<file path="config.mk">
export PLATFORM = sky130hd
export DESIGN_NAME = id_operand_stage
export DESIGN_NICKNAME = d
export VERILOG_FILES = /design/src/rtl/id_operand_stage_pkg.sv /design/src/rtl/id_operand_stage_fwd_mux.sv /design/src/rtl/id_operand_stage.sv
export SDC_FILE = /design/constraint.sdc
export NUM_CORES = 1
export LEC_CHECK = 0
export ABC_AREA = 1
export ABC_CLOCK_PERIOD_IN_PS = 4100
export BUFFER_PORTS_ARGS = -buffer_cell sky130_fd_sc_hd__buf_4
export CAP_MARGIN = 15
export CORE_AREA = 2 2 166 168
export CTS_CLUSTER_DIAMETER = 80
export DETAILED_ROUTE_END_ITERATION = 8
export DIE_AREA = 0 0 168 170
export HOLD_SLACK_MARGIN = 0.06
export PLACE_DENSITY = 0.7
export SETUP_SLACK_MARGIN = 0.2
export SLEW_MARGIN = 20
export SYNTH_ARGS = -nofsm -noshare
export SYNTH_HDL_FRONTEND = slang
export SYNTH_HIERARCHICAL = 1
export SYNTH_SLANG_ARGS = --single-unit
</file>
<file path="constraint.sdc">
create_clock -name clk -period 4.1 [get_ports clk]
set_clock_uncertainty 0.05 [all_clocks]
set_input_delay 0.41 -clock clk [delete_from_list [all_inputs] [get_ports clk]]
set_output_delay 0.41 -clock clk [all_outputs]
set_load 0.05 [all_outputs]
</file>
<file path="src/rtl/id_operand_stage_pkg.sv">
// Shared constants for the ID operand stage: parameter defaults, instruction field
// positions and the forwarding bus width helper.
package id_operand_stage_pkg;

    localparam int DATA_W_DEF  = 32;
    localparam int PC_W_DEF    = 32;
    localparam int ADDR_W_DEF  = 5;
    localparam int NUM_FWD_DEF = 3;
    localparam int CNT_W_DEF   = 32;
    localparam int INST_W      = 32;
    localparam int RS_LO       = 21;
    localparam int RT_LO       = 16;

    function automatic int fwd_wd(input int n, input int w);
        return n * w;
    endfunction

endpackage

</file>
<file path="src/rtl/id_operand_stage_fwd_mux.sv">
// Operand forwarding mux: picks the youngest matching in-flight result, falls back to
// the register file, and reports whether the winner is a load still waiting for data.
module id_operand_stage_fwd_mux
    import id_operand_stage_pkg::*;
#(
    parameter int DATA_W  = DATA_W_DEF,
    parameter int ADDR_W  = ADDR_W_DEF,
    parameter int NUM_FWD = NUM_FWD_DEF
) (
    input  logic [ADDR_W-1:0]                      addr,
    input  logic [DATA_W-1:0]                      rf_data,
    input  logic [NUM_FWD-1:0]                     fwd_we,
    input  logic [fwd_wd(NUM_FWD, ADDR_W)-1:0]     fwd_waddr,
    input  logic [fwd_wd(NUM_FWD, DATA_W)-1:0]     fwd_wdata,
    input  logic [NUM_FWD-1:0]                     fwd_ld,
    output logic [DATA_W-1:0]                      data,
    output logic                                   hit,
    output logic                                   ld
);

    // Scan oldest to youngest so the lowest index overwrites any older match.
    always_comb begin
        data = rf_data;
        hit  = 1'b0;
        ld   = 1'b0;
        if (addr == {ADDR_W{1'b0}}) begin
            data = {DATA_W{1'b0}};
        end else begin
            for (int i = NUM_FWD - 1; i >= 0; i--) begin
                if (fwd_we[i] && (fwd_waddr[i*ADDR_W +: ADDR_W] == addr)) begin
                    data = fwd_wdata[i*DATA_W +: DATA_W];
                    hit  = 1'b1;
                    ld   = fwd_ld[i];
                end else begin
                end
            end
        end
    end

endmodule

</file>
<file path="src/rtl/id_operand_stage.sv">
// ID-stage front end: IF->ID pipeline register, instruction word buffer for stalls,
// rs/rt operand forwarding, load-use stall request and a saturating stall counter.
module id_operand_stage
    import id_operand_stage_pkg::*;
#(
    parameter int DATA_W  = DATA_W_DEF,
    parameter int PC_W    = PC_W_DEF,
    parameter int ADDR_W  = ADDR_W_DEF,
    parameter int NUM_FWD = NUM_FWD_DEF,
    parameter int CNT_W   = CNT_W_DEF
) (
    input  logic                                clk,
    input  logic                                resetn,
    input  logic                                id_hold,
    input  logic                                id_flush,
    input  logic                                if_valid,
    input  logic [PC_W-1:0]                     if_pc,
    input  logic [INST_W-1:0]                   inst_rdata,
    input  logic                                use_rs,
    input  logic                                use_rt,
    output logic [ADDR_W-1:0]                   rf_raddr1,
    output logic [ADDR_W-1:0]                   rf_raddr2,
    input  logic [DATA_W-1:0]                   rf_rdata1,
    input  logic [DATA_W-1:0]                   rf_rdata2,
    input  logic [NUM_FWD-1:0]                  fwd_we,
    input  logic [fwd_wd(NUM_FWD, ADDR_W)-1:0]  fwd_waddr,
    input  logic [fwd_wd(NUM_FWD, DATA_W)-1:0]  fwd_wdata,
    input  logic [NUM_FWD-1:0]                  fwd_ld,
    output logic                                id_valid,
    output logic [PC_W-1:0]                     id_pc,
    output logic [INST_W-1:0]                   id_inst,
    output logic [DATA_W-1:0]                   src1,
    output logic [DATA_W-1:0]                   src2,
    output logic                                stallreq,
    output logic [CNT_W-1:0]                    ldstall_cnt
);

    logic                valid_r;
    logic [PC_W-1:0]     pc_r;
    logic                buf_valid_r;
    logic [INST_W-1:0]   inst_buf_r;
    logic [CNT_W-1:0]    cnt_r;
    logic [INST_W-1:0]   inst_s;
    logic                hit_rs_s, hit_rt_s, ld_rs_s, ld_rt_s;
    logic                stall_s;

    // Pipeline register and instruction buffer; flush beats hold.
    always_ff @(posedge clk or negedge resetn) begin
        if (!resetn) begin
            valid_r     <= 1'b0;
            pc_r        <= {PC_W{1'b0}};
            buf_valid_r <= 1'b0;
            inst_buf_r  <= {INST_W{1'b0}};
        end else if (id_flush) begin
            valid_r     <= 1'b0;
            buf_valid_r <= 1'b0;
        end else if (id_hold) begin
            // SRAM word is only valid the cycle after the pc; capture it once per stall.
            if (!buf_valid_r) begin
                inst_buf_r  <= inst_rdata;
                buf_valid_r <= 1'b1;
            end else begin
                inst_buf_r  <= inst_buf_r;
                buf_valid_r <= buf_valid_r;
            end
        end else begin
            valid_r     <= if_valid;
            pc_r        <= if_pc;
            buf_valid_r <= 1'b0;
        end
    end

    // Select the buffered word while stalled, otherwise the live SRAM output.
    always_comb begin
        inst_s = {INST_W{1'b0}};
        if (!valid_r) begin
            inst_s = {INST_W{1'b0}};
        end else if (buf_valid_r) begin
            inst_s = inst_buf_r;
        end else begin
            inst_s = inst_rdata;
        end
    end

    assign id_inst   = inst_s;
    assign id_valid  = valid_r;
    assign id_pc     = pc_r;
    assign rf_raddr1 = inst_s[RS_LO +: ADDR_W];
    assign rf_raddr2 = inst_s[RT_LO +: ADDR_W];

    id_operand_stage_fwd_mux #(
        .DATA_W(DATA_W), .ADDR_W(ADDR_W), .NUM_FWD(NUM_FWD)
    ) u_fwd_rs (
        .addr(rf_raddr1), .rf_data(rf_rdata1), .fwd_we(fwd_we), .fwd_waddr(fwd_waddr),
        .fwd_wdata(fwd_wdata), .fwd_ld(fwd_ld), .data(src1), .hit(hit_rs_s), .ld(ld_rs_s)
    );

    id_operand_stage_fwd_mux #(
        .DATA_W(DATA_W), .ADDR_W(ADDR_W), .NUM_FWD(NUM_FWD)
    ) u_fwd_rt (
        .addr(rf_raddr2), .rf_data(rf_rdata2), .fwd_we(fwd_we), .fwd_waddr(fwd_waddr),
        .fwd_wdata(fwd_wdata), .fwd_ld(fwd_ld), .data(src2), .hit(hit_rt_s), .ld(ld_rt_s)
    );

    assign stall_s  = valid_r & ((use_rs & hit_rs_s & ld_rs_s) | (use_rt & hit_rt_s & ld_rt_s));
    assign stallreq = stall_s;

    // Load-use stall cycle counter, saturating at all-ones.
    always_ff @(posedge clk or negedge resetn) begin
        if (!resetn) begin
            cnt_r <= {CNT_W{1'b0}};
        end else if (stall_s && (cnt_r != {CNT_W{1'b1}})) begin
            cnt_r <= cnt_r + {{(CNT_W-1){1'b0}}, 1'b1};
        end else begin
            cnt_r <= cnt_r;
        end
    end

    assign ldstall_cnt = cnt_r;

endmodule

</file>
# After elaboration in Yosys (flattened, before gate mapping)
# Cells that the tools add are included.
# word_totals
regBits	98
latch_bits	0
ram_bits	0
romBits	0
inputBits	252
out_inout_bits	172
wordCells	63
mem_count	0
# op_classes
addsub	1
n_mul	0
div_mod_pow	0
magnitude_cmp	0
eq_ne	8
shift	0
n_mux	30
n_bitwise	8
n_reduce_logical	11
# op_table
op	count
2-to-1 mux 32 bit	10
adder 32 x 1 -> 32 bit (second input constant)	1
!= test 32 bit (second input constant)	1
== test 5 bit	6
2-to-1 mux 1 bit	20
logical NOT 5 bit	2
logical AND 1 bit	7
bitwise AND 1 bit	5
AND reduction 2 bit	2
!= test 2 x 1 -> 1 bit (second input constant)	1
NOT 1 bit	2
OR 1 bit	1

# Depth between registers and ports, before layout
# logic_depth
ltp_word	13
mapped_depth	22
mapped_depth_nobuf	18

# By module
# Netlist, hierarchy kept.
# by_module_without_submodules
mod	n_inst	cells_each	area_per_inst_um2	seq_area_each_um2
id_operand_stage	1	680	5132.4	2452.4
id_operand_stage_fwd_mux	2	501	2272.2	0.0

# Worst setup path before layout
# No wires, ideal clock.
# synth_timing
path_kind	reg-to-reg
from	register valid_r (netlist: id_valid)
to	register cnt_r[3] (netlist: ldstall_cnt[3])
setup_ns	0.118
arrival_ns	3.903
required_time_ns	3.932
path_slack_ns	0.028
stages_incl_launch_ff	21
path_buffers	3
synth_period_minus_slack_ns	4.072
path_cell_list	dfrtp_1 > inv_1 > clkbuf_1 > nor2_1 > inv_2 > nand2_1 > nand2_1 > nor2_1 > nand2_1 > nor2_4 > buf_4 > nand3_1 > a21oi_1 > nand3_1 > nand2_1 > nand2_1 > inv_1 > nand2_8 > buf_6 > nand2_1 > nand2_1
# synth_between
word_cells_on_any_way	38
cone_classes	eq/ne: 6; mux: 17; bitwise: 6; reduce/logical: 9
# synth_lines
element	line_no	source
start, declared	id_operand_stage.sv:38	logic valid_r;
start signal, assigned	id_operand_stage.sv:67	valid_r <= if_valid;
2-to-1 mux 32 bit (*)	id_operand_stage.sv:76	if (!valid_r) begin
net id_inst[19]	id_operand_stage.sv:31	output logic [INST_W-1:0] id_inst,
== test 5 bit	id_operand_stage_fwd_mux.sv:30	if (fwd_we[i] && (fwd_waddr[i*ADDR_W +: ADDR_W] == addr)) begin
logical AND 1 bit	id_operand_stage_fwd_mux.sv:30	
2-to-1 mux 1 bit (3 in series)	id_operand_stage_fwd_mux.sv:30	
2-to-1 mux 1 bit (*)	id_operand_stage_fwd_mux.sv:26	if (addr == {ADDR_W{1'b0}}) begin
net ld_rt_s	id_operand_stage.sv:44	logic hit_rs_s, hit_rt_s, ld_rs_s, ld_rt_s;
bitwise AND 1 bit (*)	id_operand_stage.sv:105	assign stall_s = valid_r & ((use_rs & hit_rs_s & ld_rs_s) | (use_rt & hit_rt_s & ld_rt_s));
OR 1 bit (*)	id_operand_stage.sv:105	
bitwise AND 1 bit (*)	id_operand_stage.sv:105	
net stallreq	id_operand_stage.sv:34	output logic stallreq,
logical AND 1 bit (*)	id_operand_stage.sv:112	end else if (stall_s && (cnt_r != {CNT_W{1'b1}})) begin
end signal, assigned	id_operand_stage.sv:111	cnt_r <= {CNT_W{1'b0}};
end signal, assigned	id_operand_stage.sv:113	cnt_r <= cnt_r + {{(CNT_W-1){1'b0}}, 1'b1};
end signal, assigned	id_operand_stage.sv:115	cnt_r <= cnt_r;
end, declared	id_operand_stage.sv:42	logic [CNT_W-1:0] cnt_r;
# The timed path passes the listed nets; every way through them passes the cells marked *.
# A chain may end at the register's enable or synchronous reset.

# Final worst setup path
# layout_timing
from	register valid_r (netlist: id_valid)
to	output stallreq
# layout_between
word_cells_on_any_way	37
cone_classes	eq/ne: 6; mux: 17; bitwise: 6; reduce/logical: 8
# layout_lines
element	line_no
2-to-1 mux 32 bit (*)	id_operand_stage.sv:76
== test 5 bit	id_operand_stage_fwd_mux.sv:30
logical AND 1 bit	id_operand_stage_fwd_mux.sv:30
2-to-1 mux 1 bit (3 in series)	id_operand_stage_fwd_mux.sv:30
2-to-1 mux 1 bit (*)	id_operand_stage_fwd_mux.sv:26
net ld_rt_s	id_operand_stage.sv:44
bitwise AND 1 bit (*)	id_operand_stage.sv:105
OR 1 bit (*)	id_operand_stage.sv:105
bitwise AND 1 bit (*)	id_operand_stage.sv:105
end, declared	id_operand_stage.sv:34
# Marked as above.

==> results.json <==
{
  "synth_ff_type": "dfrtp_1",
  "nets": 2309,
  "synth.area.top_cells": "nand2_1 27%, dfrtp_1 25%, inv_1 9.9%",
  "rows": 60,
  "port_buffers": 423,
  "cts_tree": "done",
  "synth_area_mm2": 0.00968,
  "io_pins": 424,
  "cpPeakStageDelay_ns": 0.47,
  "dp_cells": 2379,
  "min_period_ns": 3.62,
  "overflow": 0,
  "slew_headroom_pct": 36.8,
  "drc": 0,
  "syn2layout_area_growth_pct": 38.0,
  "synthArstFlopShare_pct": 100,
  "worstPathCellList": "clkinvlp_4, buf_12, buf_4, nor2_4, inv_2, nand2_1, nand2_1, nor2_1, nand3_2, nand2_4, nand2_1, a21oi_1, nand3_1, nand2_1, nand2_1, inv_1, buf_4",
  "slowest_stage": "dfrtp_1",
  "end_kind": "primary output",
  "gp_congestion": 0.940,
  "ys_seq_area_share_pct": 25.3,
  "power_density_mw_per_mm2": 262,
  "arrival_ns": 3.16,
  "cap_violations": 0,
  "required_ns": 3.64,
  "path_delay_family": "simple AND/OR/NAND/NOR gates",
  "root_buffer": "clkbuf_16",
  "clk_pin_slew_ns": 0.08,
  "antenna_found_initial": 9,
  "yosysTopAreaCellShare_pct": 27.5,
  "grt_max_degree": 81,
  "ir_drop_v": 0.000255,
  "path_buf_inv": 6,
  "synthCells": 1682,
  "dieWidth_um": 168,
  "postRouteAntennaNets": 0,
  "cts.path.max_buffers": 2,
  "synth_top_area_cell": "nand2_1",
  "maxSlewViolCount": 0,
  "routed_via_density": 4.86,
  "drt-pass1-iter-count": 5,
  "yosys_warnings": 6,
  "worst_pin_slew_ns": 0.947,
  "cpMostUsedCell": "nand2_1",
  "setup_viol": 0,
  "hp-class": "input port to async pin",
  "worst-setup-path-type": "register to primary output",
  "synth_edf_count": 0,
  "fin_tns_setup_ns": 0,
  "cts.sinks": 98,
  "die-area_mm2": 0.0286,
  "power_uw": 3510,
  "rsz0062_at_grt": "false",
  "p_leak_uw": 0.00801,
  "routed_wl_um": 39500,
  "grt_use_total_pct": 26.7,
  "numCtsBuffers": 9,
  "layout.cells.non_filler": 2410,
  "core_mm2": 0.0267,
  "syn_area_per_cell_um2": 5.75,
  "clk_latency_ns": 0.36,
  "grt_pass1_vias": 10998,
  "final_layout_size_suffix_gt1_share_pct": 28.4,
  "hold_viol_final": 0,
  "synth_nets": 1935,
  "start_util_pct": 36.3,
  "ys_ff_latch": 98,
  "outcome": "finished, final reports clean",
  "grt_pass1_wl_um": 59900,
  "drt_iter0_markers": 773,
  "ys_types": 28,
  "start_kind": "register",
  "via_count": 11716,
  "fmax_ghz": 0.276,
  "timing.final.crit_share_pct": 88.3,
  "dpl.hpwl_um": 30900,
  "wire_per_inst_um": 16.4,
  "whs_ns": 0.0236,
  "h-tree-depth": 3,
  "die_height_um": 170,
  "crit_path_max_fanout": 6
}
==> path summary, 6_finish.rpt <==
| kind | start | end | slack, ns | depth (start not counted) |
|---|---|---|---|---|
| min in group clk | id_flush | buf_valid_r | 0.19 | 2 |
| hold reg to reg | id_pc[30] | id_pc[30] | 0.42 | 2 |
| max in group asynchronous | resetn | ldstall_cnt[16] | 3.19 | 2 |
| setup reg to reg | id_valid | ldstall_cnt[19] | 0.86 | 20 |
| setup / recovery | id_valid | stallreq | 0.48 | 17 |
| hold / removal | resetn | id_pc[2] | 0.02 | 1 |
==> report_power, final <==
| part | internal [uW] | switching (uW) |
|---|---|---|
| logic | 529 | 1000 |
| clock network | 434 | 431 |
| registers | 1050 | 54.1 |
| total | 2020 | 1490 |
==> cell families after synthesis <==
family | Yosys count | share of synthesized area [%]
AOI/OAI and AO/OA | 46 | 2.38
muxes | 32 | 3.31
xor gates and xnor gates | 9 | 0.815
adders and majority gates | 1 | 0.129
and+or+nand+nor | 1137 | 52.0
buffers and inverters | 359 | 16.1
DFF | 98 | 25.3
==> per-layer routing <==
metal / part of all wire (%) / wire length, um / vias up / track usage [%]
met5: 0.058 / 23 / - / 0
met4: 4.3 / 1690 / 4 / 13.4
met3: 9.5 / 3750 / 83 / 7.37
met2: 47 / 18600 / 543 / 44.7
met1: 39 / 15400 / 5296 / 31.4
li1: - / - / 5790 / -
==> worst reg2reg max path, stage by stage, from the launching register on <==
cell	delay [ns]
dfrtp_1	0.47
clkinvlp_4	0.19
buf_12	0.16
buf_4	0.13
nor2_4	0.22
inv_2	0.10
nand2_1	0.07
nand2_1	0.05
nor2_1	0.17
nand3_2	0.15
nand2_4	0.13
nand2_1	0.06
a21oi_1	0.12
nand3_1	0.08
nand2_1	0.07
nand2_1	0.16
inv_1	0.24
nand2_8	0.16
inv_4	0.24
nand2_1	0.10
nand2_1	0.07
==> cell usage after synthesis (9+ instances only) <==
master and n:
inv_2 15, o21ai_0 36, nand4_1 68, nor2_2 9, buf_4 13, nand3_2 58
dfrtp_1 98, inv_1 254, buf_6 16, nand3_1 35, nor2_4 9, nand2_1 708
nor2_1 233, clkbuf_1 31, mux2i_1 32, buf_2 29
==> repair_timing <==
item | CTS | global route
buffers inserted | 0 | 7
endpoints found under the hold margin | 0 | 0
hold buffers | 0 | 0
endpoints found under the setup margin | 0 | 43
resized for setup | 0 | 8
==> state kept, by name, summed over array words and instances, names as in the netlist <==
register and flops:
buf_valid_r 1, id_pc 32, id_valid 1, inst_buf_r 32
ldstall_cnt 32
==> placed cells by master (no fill, tap or decap), drive strengths merged <==
cell / instances
nand2: 718
buf: 452
inv: 272
nor2: 251
dfrtp: 98
nand3: 95
nand4: 68
o21ai: 40
mux2i: 32
clkbuf: 9
diode: 8
a21oi: 6
xnor2: 5
xor2: 4
clkinv: 4
nor3: 3
nand3b: 2
clkinvlp: 1
ha: 1
==> per-stage QoR <==
stage | worst slack (ns) | util [%] | cell area (um2)
6_report | 0.479 | 50.1 | 13400
5_1_grt | 0.281 | 50.1 | 13300
4_1_cts | 0.220 | 49.7 | 13200
2_1_floorplan | 0.282 | - | 9700
3_5_place_dp | 0.632 | 48.5 | 12900
3_3_place_gp | 0.679 | 48.5 | 12900
==> area by class of cell <==
type	instances	area [um2]
fill	2781	13300
timing repair buffer	452	3410
multi-input combinational	1225	5720
tap	341	427
sequential	98	2450
clock inverter	7	78.8
clock buffer	9	225
antenna	8	20.0
inverter	270	1020
(Power assumes the default switching activity.)
